**src/rtl/tmr_cfg_scrubber_pkg.sv**
```systemverilog
// -----------------------------------------------------------------------------
// tmr_cfg_pkg
// Shared definitions for the triplicated configuration store:
//   CFG_W          width of one configuration word
//   COPY_A/B/C     copy-select codes used on the injection port
//   scrub_state_e  scrub sequencer state encoding
//   maj3           bitwise two-out-of-three majority of three words
// -----------------------------------------------------------------------------
package tmr_cfg_pkg;

    localparam int CFG_W = 6;

    localparam logic [1:0] COPY_A = 2'd0;
    localparam logic [1:0] COPY_B = 2'd1;
    localparam logic [1:0] COPY_C = 2'd2;

    typedef enum logic [1:0] {
        ST_IDLE  = 2'd0,
        ST_FETCH = 2'd1,
        ST_CHECK = 2'd2,
        ST_FIX   = 2'd3
    } scrub_state_e;

    function automatic logic [CFG_W-1:0] maj3(input logic [CFG_W-1:0] a,
                                              input logic [CFG_W-1:0] b,
                                              input logic [CFG_W-1:0] c);
        return (a & b) | (a & c) | (b & c);
    endfunction

endpackage

```
**src/rtl/tmr_cfg_scrubber_if.sv**
```systemverilog
// -----------------------------------------------------------------------------
// tmr_cfg_scrubber_if
// Slow-control host port of the triplicated configuration store.
//   wr_en    host write strobe
//   wr_addr  host write address
//   wr_data  host write data (goes to all three copies)
//   rd_addr  read address
//   rd_data  voted word at rd_addr, combinational
// Modports: master = host / readout side, slave = scrubber.
// -----------------------------------------------------------------------------
interface tmr_cfg_scrubber_if
    import tmr_cfg_pkg::*;
#(
    parameter int ADDR_W = 3
);

    logic              wr_en;
    logic [ADDR_W-1:0] wr_addr;
    logic [CFG_W-1:0]  wr_data;
    logic [ADDR_W-1:0] rd_addr;
    logic [CFG_W-1:0]  rd_data;

    modport master (
        output wr_en,
        output wr_addr,
        output wr_data,
        output rd_addr,
        input  rd_data
    );

    modport slave (
        input  wr_en,
        input  wr_addr,
        input  wr_data,
        input  rd_addr,
        output rd_data
    );

endinterface

```
**src/rtl/tmr_cfg_scrubber_maj_vote6.sv**
```systemverilog
// -----------------------------------------------------------------------------
// maj_vote6
// Combinational bitwise majority of three configuration words.
//   a_i, b_i, c_i  the three copies
//   q_o            per-bit two-out-of-three vote
// -----------------------------------------------------------------------------
module maj_vote6
    import tmr_cfg_pkg::*;
(
    input  logic [CFG_W-1:0] a_i,
    input  logic [CFG_W-1:0] b_i,
    input  logic [CFG_W-1:0] c_i,
    output logic [CFG_W-1:0] q_o
);

    assign q_o = maj3(a_i, b_i, c_i);

endmodule

```
**src/rtl/tmr_cfg_scrubber.sv**
```systemverilog
// -----------------------------------------------------------------------------
// tmr_cfg_scrubber
// NUM_REGS triplicated configuration words with majority-voted readout and a
// background scrubber that rewrites any word whose copies disagree.
//
// Ports:
//   clk, rst        system clock, synchronous active-high reset
//   bus             host write / voted read port (tmr_cfg_scrubber_if.slave)
//   scrub_en        enables periodic scrub steps
//   inj_en/addr/copy/mask  test upset injection: XOR mask into one copy
//   err_clr         clears err_cnt
//   err_cnt         saturating count of corrected words
//   err_pulse       one-cycle pulse per correction (cycle after FIX)
//   err_addr        address of the last correction
//   scrub_busy      high while the sequencer is in FETCH/CHECK/FIX
//
// state  | meaning
// -------+-----------------------------------------------------------------
// IDLE   | count down the step timer while scrub_en is high
// FETCH  | latch the three copies at the pointer into shadow registers
// CHECK  | vote the shadows; go to FIX on any disagreement, else advance
// FIX    | write the vote back to all copies, log it, advance the pointer
// -----------------------------------------------------------------------------
module tmr_cfg_scrubber
    import tmr_cfg_pkg::*;
#(
    parameter int NUM_REGS     = 8,
    parameter int ADDR_W       = 3,
    parameter int SCRUB_PERIOD = 1024,
    parameter int CNT_W        = 8
) (
    input  logic              clk,
    input  logic              rst,
    tmr_cfg_scrubber_if.slave bus,
    input  logic              scrub_en,
    input  logic              inj_en,
    input  logic [ADDR_W-1:0] inj_addr,
    input  logic [1:0]        inj_copy,
    input  logic [CFG_W-1:0]  inj_mask,
    input  logic              err_clr,
    output logic [CNT_W-1:0]  err_cnt,
    output logic              err_pulse,
    output logic [ADDR_W-1:0] err_addr,
    output logic              scrub_busy
);

    localparam int                TMR_W      = $clog2(SCRUB_PERIOD);
    localparam logic [TMR_W-1:0]  TMR_RELOAD = TMR_W'(SCRUB_PERIOD - 1);
    localparam logic [ADDR_W-1:0] PTR_LAST   = ADDR_W'(NUM_REGS - 1);

    logic [CFG_W-1:0]  mem_a_q [NUM_REGS];
    logic [CFG_W-1:0]  mem_b_q [NUM_REGS];
    logic [CFG_W-1:0]  mem_c_q [NUM_REGS];

    scrub_state_e      state_q, state_d;
    logic [TMR_W-1:0]  timer_q, timer_d;
    logic [ADDR_W-1:0] ptr_q,   ptr_d;
    logic              abort_q, abort_d;
    logic [CFG_W-1:0]  sh_a_q, sh_b_q, sh_c_q;

    logic [CNT_W-1:0]  err_cnt_q;
    logic              err_pulse_q;
    logic [ADDR_W-1:0] err_addr_q;

    logic [CFG_W-1:0]  rd_a, rd_b, rd_c, rd_vote;
    logic [CFG_W-1:0]  pt_a, pt_b, pt_c;
    logic [CFG_W-1:0]  chk_vote;
    logic              mismatch;
    logic              wr_hit_ptr;
    logic              abort_now;
    logic [ADDR_W-1:0] ptr_next;
    logic              fix_we;
    logic              commit;

    // Read and pointer muxes compare against each valid index, so any
    // address at or beyond NUM_REGS selects all-zero copies and votes 0.
    always_comb begin
        rd_a = '0;
        rd_b = '0;
        rd_c = '0;
        pt_a = '0;
        pt_b = '0;
        pt_c = '0;
        for (int i = 0; i < NUM_REGS; i++) begin
            if (bus.rd_addr == ADDR_W'(i)) begin
                rd_a = mem_a_q[i];
                rd_b = mem_b_q[i];
                rd_c = mem_c_q[i];
            end
            if (ptr_q == ADDR_W'(i)) begin
                pt_a = mem_a_q[i];
                pt_b = mem_b_q[i];
                pt_c = mem_c_q[i];
            end
        end
    end

    maj_vote6 u_rd_vote (
        .a_i (rd_a),
        .b_i (rd_b),
        .c_i (rd_c),
        .q_o (rd_vote)
    );

    assign bus.rd_data = rd_vote;

    // Shadows stay frozen through CHECK and FIX, so this vote is also the
    // writeback value in FIX.
    maj_vote6 u_chk_vote (
        .a_i (sh_a_q),
        .b_i (sh_b_q),
        .c_i (sh_c_q),
        .q_o (chk_vote)
    );

    assign mismatch   = (sh_a_q != chk_vote) || (sh_b_q != chk_vote) ||
                        (sh_c_q != chk_vote);
    assign wr_hit_ptr = bus.wr_en && (bus.wr_addr == ptr_q);
    // A host write to the word under inspection makes the shadows stale;
    // the host value is authoritative, so the correction is abandoned.
    assign abort_now  = abort_q || wr_hit_ptr;
    assign ptr_next   = (ptr_q == PTR_LAST) ? '0 : ptr_q + 1'b1;

    always_comb begin
        state_d = state_q;
        timer_d = timer_q;
        ptr_d   = ptr_q;
        abort_d = abort_q;
        fix_we  = 1'b0;
        commit  = 1'b0;
        case (state_q)
            ST_IDLE: begin
                abort_d = 1'b0;
                if (!scrub_en) begin
                    timer_d = TMR_RELOAD;
                end else if (timer_q == '0) begin
                    timer_d = TMR_RELOAD;
                    state_d = ST_FETCH;
                end else begin
                    timer_d = timer_q - 1'b1;
                end
            end
            ST_FETCH: begin
                abort_d = wr_hit_ptr;
                state_d = ST_CHECK;
            end
            ST_CHECK: begin
                if (mismatch && !abort_now) begin
                    state_d = ST_FIX;
                end else begin
                    ptr_d   = ptr_next;
                    state_d = ST_IDLE;
                end
            end
            ST_FIX: begin
                ptr_d   = ptr_next;
                state_d = ST_IDLE;
                if (!wr_hit_ptr) begin
                    fix_we = 1'b1;
                    commit = 1'b1;
                end
            end
            default: begin
                state_d = ST_IDLE;
            end
        endcase
    end

    // Storage write priority: host write, then scrub writeback, then
    // injection. A lower-priority operation at the same address is dropped.
    always_ff @(posedge clk) begin
        if (rst) begin
            for (int i = 0; i < NUM_REGS; i++) begin
                mem_a_q[i] <= '0;
                mem_b_q[i] <= '0;
                mem_c_q[i] <= '0;
            end
        end else begin
            for (int i = 0; i < NUM_REGS; i++) begin
                if (bus.wr_en && (bus.wr_addr == ADDR_W'(i))) begin
                    mem_a_q[i] <= bus.wr_data;
                    mem_b_q[i] <= bus.wr_data;
                    mem_c_q[i] <= bus.wr_data;
                end else if (fix_we && (ptr_q == ADDR_W'(i))) begin
                    mem_a_q[i] <= chk_vote;
                    mem_b_q[i] <= chk_vote;
                    mem_c_q[i] <= chk_vote;
                end else if (inj_en && (inj_addr == ADDR_W'(i))) begin
                    case (inj_copy)
                        COPY_A:  mem_a_q[i] <= mem_a_q[i] ^ inj_mask;
                        COPY_B:  mem_b_q[i] <= mem_b_q[i] ^ inj_mask;
                        COPY_C:  mem_c_q[i] <= mem_c_q[i] ^ inj_mask;
                        default: ;
                    endcase
                end
            end
        end
    end

    always_ff @(posedge clk) begin
        if (rst) begin
            state_q     <= ST_IDLE;
            timer_q     <= TMR_RELOAD;
            ptr_q       <= '0;
            abort_q     <= 1'b0;
            sh_a_q      <= '0;
            sh_b_q      <= '0;
            sh_c_q      <= '0;
            err_cnt_q   <= '0;
            err_pulse_q <= 1'b0;
            err_addr_q  <= '0;
        end else begin
            state_q     <= state_d;
            timer_q     <= timer_d;
            ptr_q       <= ptr_d;
            abort_q     <= abort_d;
            err_pulse_q <= commit;
            if (state_q == ST_FETCH) begin
                sh_a_q <= pt_a;
                sh_b_q <= pt_b;
                sh_c_q <= pt_c;
            end
            if (commit) begin
                err_addr_q <= ptr_q;
            end
            // Clear wins over a coincident increment.
            if (err_clr) begin
                err_cnt_q <= '0;
            end else if (commit && (err_cnt_q != '1)) begin
                err_cnt_q <= err_cnt_q + 1'b1;
            end
        end
    end

    assign err_cnt    = err_cnt_q;
    assign err_pulse  = err_pulse_q;
    assign err_addr   = err_addr_q;
    assign scrub_busy = (state_q != ST_IDLE);

endmodule
```
**src/flat_wrapper.sv**
```systemverilog
// flat-port wrapper written by rule: the top's interface ports become plain ports
module tmr_cfg_scrubber_flat import tmr_cfg_pkg::*;
#(
    parameter int NUM_REGS     = 8,
    parameter int ADDR_W       = 3,
    parameter int SCRUB_PERIOD = 1024,
    parameter int CNT_W        = 8
)
  (clk, rst, scrub_en, inj_en, inj_addr, inj_copy, inj_mask, err_clr, err_cnt, err_pulse, err_addr, scrub_busy, bus_wr_en, bus_wr_addr, bus_wr_data, bus_rd_addr, bus_rd_data);
  tmr_cfg_scrubber_if #(.ADDR_W(ADDR_W)) bus_i ();
  input  logic clk;
  input  logic rst;
  input  logic scrub_en;
  input  logic inj_en;
  input  logic [ADDR_W-1:0] inj_addr;
  input  logic [1:0] inj_copy;
  input  logic [CFG_W-1:0] inj_mask;
  input  logic err_clr;
  output logic [CNT_W-1:0] err_cnt;
  output logic err_pulse;
  output logic [ADDR_W-1:0] err_addr;
  output logic scrub_busy;
  input wire logic [$bits(bus_i.wr_en)-1:0] bus_wr_en;
  input wire logic [$bits(bus_i.wr_addr)-1:0] bus_wr_addr;
  input wire logic [$bits(bus_i.wr_data)-1:0] bus_wr_data;
  input wire logic [$bits(bus_i.rd_addr)-1:0] bus_rd_addr;
  output wire logic [$bits(bus_i.rd_data)-1:0] bus_rd_data;
  assign bus_i.wr_en = bus_wr_en;
  assign bus_i.wr_addr = bus_wr_addr;
  assign bus_i.wr_data = bus_wr_data;
  assign bus_i.rd_addr = bus_rd_addr;
  assign bus_rd_data = bus_i.rd_data;
  tmr_cfg_scrubber #(.NUM_REGS(NUM_REGS), .ADDR_W(ADDR_W), .SCRUB_PERIOD(SCRUB_PERIOD), .CNT_W(CNT_W)) u_core (.clk(clk), .rst(rst), .bus(bus_i), .scrub_en(scrub_en), .inj_en(inj_en), .inj_addr(inj_addr), .inj_copy(inj_copy), .inj_mask(inj_mask), .err_clr(err_clr), .err_cnt(err_cnt), .err_pulse(err_pulse), .err_addr(err_addr), .scrub_busy(scrub_busy));
endmodule
```
**config.mk**
```make
export PLATFORM = sky130hd
export DESIGN_NAME = tmr_cfg_scrubber_flat
export DESIGN_NICKNAME = d
export VERILOG_FILES = /design/src/rtl/tmr_cfg_scrubber_pkg.sv /design/src/rtl/tmr_cfg_scrubber_if.sv /design/src/rtl/tmr_cfg_scrubber_maj_vote6.sv /design/src/rtl/tmr_cfg_scrubber.sv /design/src/flat_wrapper.sv
export SDC_FILE = /design/constraint.sdc
export NUM_CORES = 1
export LEC_CHECK = 0
export CAP_MARGIN = 10
export CORE_MARGIN = 8
export CORE_UTILIZATION = 62
export CTS_CLUSTER_DIAMETER = 40
export DETAILED_ROUTE_END_ITERATION = 6
export HOLD_SLACK_MARGIN = 0.1
export PLACE_DENSITY = 0.86
export SYNTH_ARGS = -nofsm -noshare
export SYNTH_HDL_FRONTEND = slang
export SYNTH_SLANG_ARGS = --single-unit
```
**constraint.sdc**
```tcl
create_clock -name clk -period 3.3 [get_ports clk]
set_input_delay 0.825 -clock clk [delete_from_list [all_inputs] [get_ports clk]]
set_output_delay 0.825 -clock clk [all_outputs]
set_load 0.01 [all_outputs]
```
==> run_results.csv <==
group,metric,value,unit
run_status,status,"complete, no violations",
power_and_ir_drop,p_leak,4.881,nW
die,die_w,158.6,µm
timing,hold_viol,0,
placed_design,io_buffers,47,
routing,wl_per_cell,27.34,µm
global_routing,grt_max_degree,38,
cts,htree_levels,4,
synth,synth_compound_area_frac,0.2055,
timing,layout_min_cycle_time,3267,ps
cts,cts_tree,"built",
die,start_util,0.6274,
synth,ys_seq_area_frac,0.4158,
power_and_ir_drop,p_clk_frac,0.365,
cts,cts_sinks,190,
final_layout,drive_above_1_share,0.1439,
placed_design,dpl.hpwl,30.90,mm
synth,synth_edf_count,144,
power_and_ir_drop,power_density,396.4,mW/mm²
setup_path,path_max_fanout,3,
synth,netlist_instances,1291,
final_layout,layout_common_cells,"o21ai_0, edfxtp_1, xnor2_1, buf_4, nor2_1",
routing,first_iter_violations,2231,
power_and_ir_drop,swShare,0.2892,
timing,clock_skew,12.85,ps
timing,fin_crit_sh,0.9901,
die,ios,48,
power_and_ir_drop,seqPwrFrac,0.500,
global_routing,grt_pass1_vias,11230,
cts,clockRootBuffer,"clkbuf_16",
die,coreArea,0.02010,mm²
synth,synth_xor_area_frac,0.1111,
final_layout,areaGrowthSynthToFinish,13.67,%
synth,avgSynthCellArea,9.770,µm²
routing,vias,11820,
timing,fin_setup_tns,0,ps
setup_path,startpoint_type,"register",
min_path,hold_path_class,"reg -> reg",
cts,cts_buffer_depth,2,
synth,synth_top_area_frac,0.3428,
routing,wl,44.64,mm
power_and_ir_drop,p_int,4.040,mW
setup_path,worstSetupEndpointType,"output pin",
timing,setup_viol,0,
synth,synth.largest_area_cell,"edfxtp_1",
final_layout,post-route-util,0.7132,
synth,synth_top_family_by_area,"compound AO/OA/AOI/OAI gates",
timing,max_freq,0.3061,GHz
cts,clk_pin_slew,80,ps
placed_design,gp_congestion,1.054,
final_layout,final_common_cell,"o21ai_0",
global_routing,grt_pass1_wl,67.26,mm
synth,syn_nets,1328,
run,cap_violations,0,
routing,ant_nets,0,
timing,slew_violations,0,
synth,ys_warn_count,0,
cts,numCtsBuffers,17,
die,placementRows,52,
synth,synth_ff_type,"edfxtp_1",
die,dieArea,0.02516,mm²
setup_path,crit_type,"reg -> out",
global_routing,grt-ovfl-total,0,
setup_path,cp_data_required_time,2470,ps
die,die_height,158.6,µm
synth,postSynthRegisterBits,190,
synth,yosys.area_share.adder,0.03095,
final_layout,fillers,1452,
routing,first_pass_iters,7,
routing,drc_errors,0,
synth,synthSimpleGateAreaFrac,0.1379,
timing,worstMarginPinSlew,1305,ps
synth,ys_async_sr_fraction,0,
synth,muxShareOfSynthArea,0.06111,
final_layout,nets,1386,
power_and_ir_drop,peakVddDrop,0.3921,mV
routing,vias_per_cell,7.239,
power_and_ir_drop,p_comb_frac,0.135,
global_routing,antenna_found_initial,2,
global_routing,track_usage,0.3615,
timing,slew_headroom,0.1223,
cts,clk_latency,460,ps
power_and_ir_drop,p_sw,1.643,mW
synth,syn_area,0.01261,mm²
synth,synth_top_cells_by_area,"edfxtp_1, xnor2_1, dfxtp_1",
timing,rsz0062_at_grt,"false",
synth,yosysUniqueCellTypes,66,
setup_path,arrival,2440,ps
==> final timing paths <==
path | slack (ps) | end | start | cells after the start
max | 30 | bus_rd_data[4] | u_core.mem_a_q[0][40]$_SDFFCE_PP0P_ | 5
min | 470 | u_core.err_addr[1]$_SDFFE_PP0N_ | u_core.err_addr[1]$_SDFFE_PP0N_ | 2
max reg2reg | 380 | u_core.mem_c_q[0][4]$_SDFFCE_PN0P_ | u_core.ptr_q[2]$_SDFFE_PP0P_ | 5
min reg2reg | 470 | u_core.err_addr[1]$_SDFFE_PP0N_ | u_core.err_addr[1]$_SDFFE_PP0N_ | 2
==> worst max-delay path: stages, from the launching register on <==
cell	delay (ps)
edfxtp_1	480
maj3_1	480
mux4_2	480
nand2_1	140
o31ai_1	110
dlygate4sd2_1	300
==> routing by layer <==
layer	GRT usage	wire length (µm)	share of wire
met1	0.4468	15800	0.35
met2	0.5153	18380	0.41
met3	0.1585	7398	0.17
met4	0.2110	3063	0.069
met5	0	0	0
==> repair_timing <==
action / in CTS / in global routing
setup endpoints to repair: 6 / 2
hold endpoints to repair: 0 / 0
resized for setup: 12 / 5
cloned: 0 / 0
hold buffers: 0 / 0
buffers inserted: 11 / 3
==> synthesized netlist by cell type (21+ instances only) <==
master      n
o21ai_0   163
edfxtp_1  144
xnor2_1   116
nor2_1     84
nand2_1    79
clkbuf_1   72
a21oi_1    66
a211oi_1   65
dfxtp_1    46
xor2_1     44
maj3_1     29
a22oi_1    23
or2_2      21
==> power groups by stage <==
stage / clock network [mW] / registers (mW) / logic [mW]
floorplan: 0 / 2.82 / 0.460
global placement: 0 / 2.88 / 0.696
detailed placement: 0 / 2.88 / 0.714
CTS: 2.05 / 2.82 / 0.736
global route: 2.14 / 2.84 / 0.803
finish: 2.08 / 2.84 / 0.768
==> logic make-up (layout without fill, tap and decap cells) <==
logic type               Yosys count  count (layout)
adder cells (fa/ha/maj)           37              37
other                              0               1
multiplexers                      46              46
flip-flops                       190             190
AND/OR/NAND/NOR                  333             333
XOR/XNOR                         160             160
buffers and inverters            115             186
AO/OA/AOI/OAI                    410             410
==> layout make-up <==
cell class,count,area [µm²],area share
clock buffers,17,425.4,0.02967
inverters,8,30.03,0.002094
diodes,1,2.502,0.0001745
repair buffers,146,1252,0.08735
well taps,270,337.8,0.02356
multi-input cells,986,6899,0.4812
flip-flops and latches,190,5245,0.3658
clock inverters,15,145.1,0.01012
==> stage by stage <==
step                std cells  total power [mW]  hold WS [ps]  setup slack, ps  cell area (µm²)
floorplan                1291             3.281         442.7            382.5            12610
global placement         1586             3.573         443.5           -399.0            13660
detailed placement       1586             3.595         452.3           -444.9            13660
CTS                      1629             5.611         467.1            4.410            14320
global route             1632             5.783         484.3            9.024            14340
finish                   1633             5.683         466.0            32.79            14340
==> registers in the layout (all words and copies together) (netlist names) <==
name              cells
u_core.timer_q       10
u_core.mem_a_q       48
u_core.sh_c_q         6
u_core.abort_q        1
u_core.ptr_q          3
u_core.mem_b_q       48
u_core.err_cnt        8
u_core.err_pulse      1
u_core.mem_c_q       48
u_core.state_q        2
u_core.sh_a_q         6
u_core.sh_b_q         6
u_core.err_addr       3
(Power assumes the default switching activity.)
==> RTL change (same settings) <==
`ADDR_W` is set to 3 in 3 places; all go to 2.
--- a/src/rtl/tmr_cfg_scrubber_if.sv
+++ b/src/rtl/tmr_cfg_scrubber_if.sv
@@ -12,5 +12,5 @@
     import tmr_cfg_pkg::*;
 #(
-    parameter int ADDR_W = 3
+    parameter int ADDR_W = 2
 );
 
--- a/src/rtl/tmr_cfg_scrubber.sv
+++ b/src/rtl/tmr_cfg_scrubber.sv
@@ -26,5 +26,5 @@
 #(
     parameter int NUM_REGS     = 8,
-    parameter int ADDR_W       = 3,
+    parameter int ADDR_W       = 2,
     parameter int SCRUB_PERIOD = 1024,
     parameter int CNT_W        = 8
--- a/src/flat_wrapper.sv
+++ b/src/flat_wrapper.sv
@@ -3,5 +3,5 @@
 #(
     parameter int NUM_REGS     = 8,
-    parameter int ADDR_W       = 3,
+    parameter int ADDR_W       = 2,
     parameter int SCRUB_PERIOD = 1024,
     parameter int CNT_W        = 8
Interface: changed (resized bus_rd_addr, bus_wr_addr, err_addr and inj_addr); port bits go from 48 to 44. The function was not compared with the original's and may differ.
==> RTL change against the original RTL <==
- count of clock-buffer cells in the layout up 8
- non-clock buffer count down 75
- global-route usage down 8.9 points
- power down 28%
- critical path type is now primary input to output pin
- critical path depth unchanged
- worst setup slack worse by 0.0024 ns
- cell area down 40%
- wire length down 51%
- sequential power down 40%
- cell count down 41%
- area after synthesis down 42%
- worst hold slack worse by 0.0083 ns
- sequential cell count down 74
==> RTL change: results (changes against the original RTL) <==
stage	metric	value	unit	change
routing	M1 WL	8.13	mm	-49%
global_routing	vias in the first global route	6481		-42%
placement	Placer Congestion	0.935		-11%
setup_path	RR Endpoint	u_core.mem_b_q[6][2]		
global_routing	grt met1 use	31.7	%	-13 points
layout	Finished Layout Cells	963		-41%
placement	DP Worst Slack	-0.137	ns	+0.308 ns
clock_network	number of setup buffers added after CTS	0		-11
routing	Met3 Wirelength	1.90	mm	-74%
setup_path	crit path to	bus_rd_data[0]		
synthesis	Distinct cells, synth	55		-17%
global_routing	met2 Resource Use GR	45.3	%	-6.2 points
routing	Pre-Repair DR Iteration Count	6		-1
setup_path	FF-to-FF setup slack	0.90	ns	+0.52 ns
layout	Final #Nets	839		-39%
setup_path	Reg2Reg Depth	7		+2
synthesis	sequential area share after synthesis	41.8	%	+0.18 points
clock_network	Clock Latency Late Sink	0.43	ns	-0.03 ns
setup_path	Reg2Reg Launch Point	u_core.ptr_q[0]		
clock_network	clock-pin slew on the worst setup and hold paths	0.05	ns	-0.03 ns
timing	Hold Slack	0.458	ns	-0.00828 ns
clock_network	Post-CTS Resized	5		-7
synthesis	top_reg_cell synth	edfxtp_1		
synthesis	Post-synth EDFFs	72		-50%
power	power consumption	4120	uW	-28%
placement	placed cell count	930		-41%
power	Switching Share	24.3	%	-4.7 points
synthesis	largest cells by area after synthesis	edfxtp_1 (30%), dfxtp_1 (12%), xor2_1 (7.9%)		
global_routing	grt met3 use	6.13	%	-9.7 points
layout	final non-filler cell area	0.00861	mm^2	-40%
power	comb pwr	411	uW	-46%
global_routing	global-route wire length before repair	34.0	mm	-49%
placement	Post-DP HPWL	15.7	mm	-49%
setup_path	Crit Path Max Fanout	16		+13
layout	Regs by FF count	u_core.mem_a_q: 24 flops, u_core.mem_b_q: 24 flops, u_core.mem_c_q: 24 flops		
power	power share of the sequential group	41.0	%	-9.0 points
synthesis	Mapped Avg Cell Area	9.49	um^2	-2.9%
synthesis	Syn Nets	800		-40%
setup_path	CP Launch Point	bus_rd_addr[0]		
timing	slew margin rel.	22.4	%	+10 points
routing	metal2 WL	10.7	mm	-42%
synthesis	synth warn	0		unchanged
run_status	status	completed		
global_routing	largest net degree at the start of global routing	53		+39%
power	Leak Pwr	0.00325	uW	-33%
layout	layout cells sized above 1	12.7	%	-1.7 points
layout	Antenna diodes	0		-1
timing	Clock Skews	0.00540	ns	-0.00745 ns
placement	I/O Buffers	43		-8.5%
layout	# fillers	734		-49%
routing	drt via density	6.76		-6.6%
routing	First DRT Iteration DRCs	886		-60%
timing	setup slack after layout	0.0304	ns	-0.00243 ns
placement	area of placed instances	0.00792	mm^2	-42%
[RTL change: final cells by class]
cell class | count | share of cell area, %
Clock buffer | 25 | 6.87
Clock inverter | 7 | 0.843
Inverter | 11 | 0.480
Multi-Input combinational cell | 590 | 46.9
Sequential cell | 116 | 35.3
Tap cell | 143 | 2.08
Timing Repair Buffer | 71 | 7.51
[RTL change: worst max-delay path, stage by stage]
cell             delay, ns
clkdlybuf4s50_1       0.51
buf_12                0.15
buf_4                 0.16
mux4_2                0.30
clkdlybuf4s50_1       0.49
[RTL change: logic make-up (layout without fill, tap and decap cells)]
| family | Yosys count | in the layout | share of synthesized area (%) |
|---|---|---|---|
| and+or+nand+nor | 228 | 228 | 16.1 |
| AOI/OAI and AO/OA | 210 | 210 | 18.5 |
| DFF | 116 | 116 | 41.8 |
| xor gates and xnor gates | 89 | 89 | 10.7 |
| buffers and inverters | 62 | 114 | 3.19 |
| muxes | 39 | 39 | 6.20 |
| adders and majority gates | 24 | 24 | 3.50 |
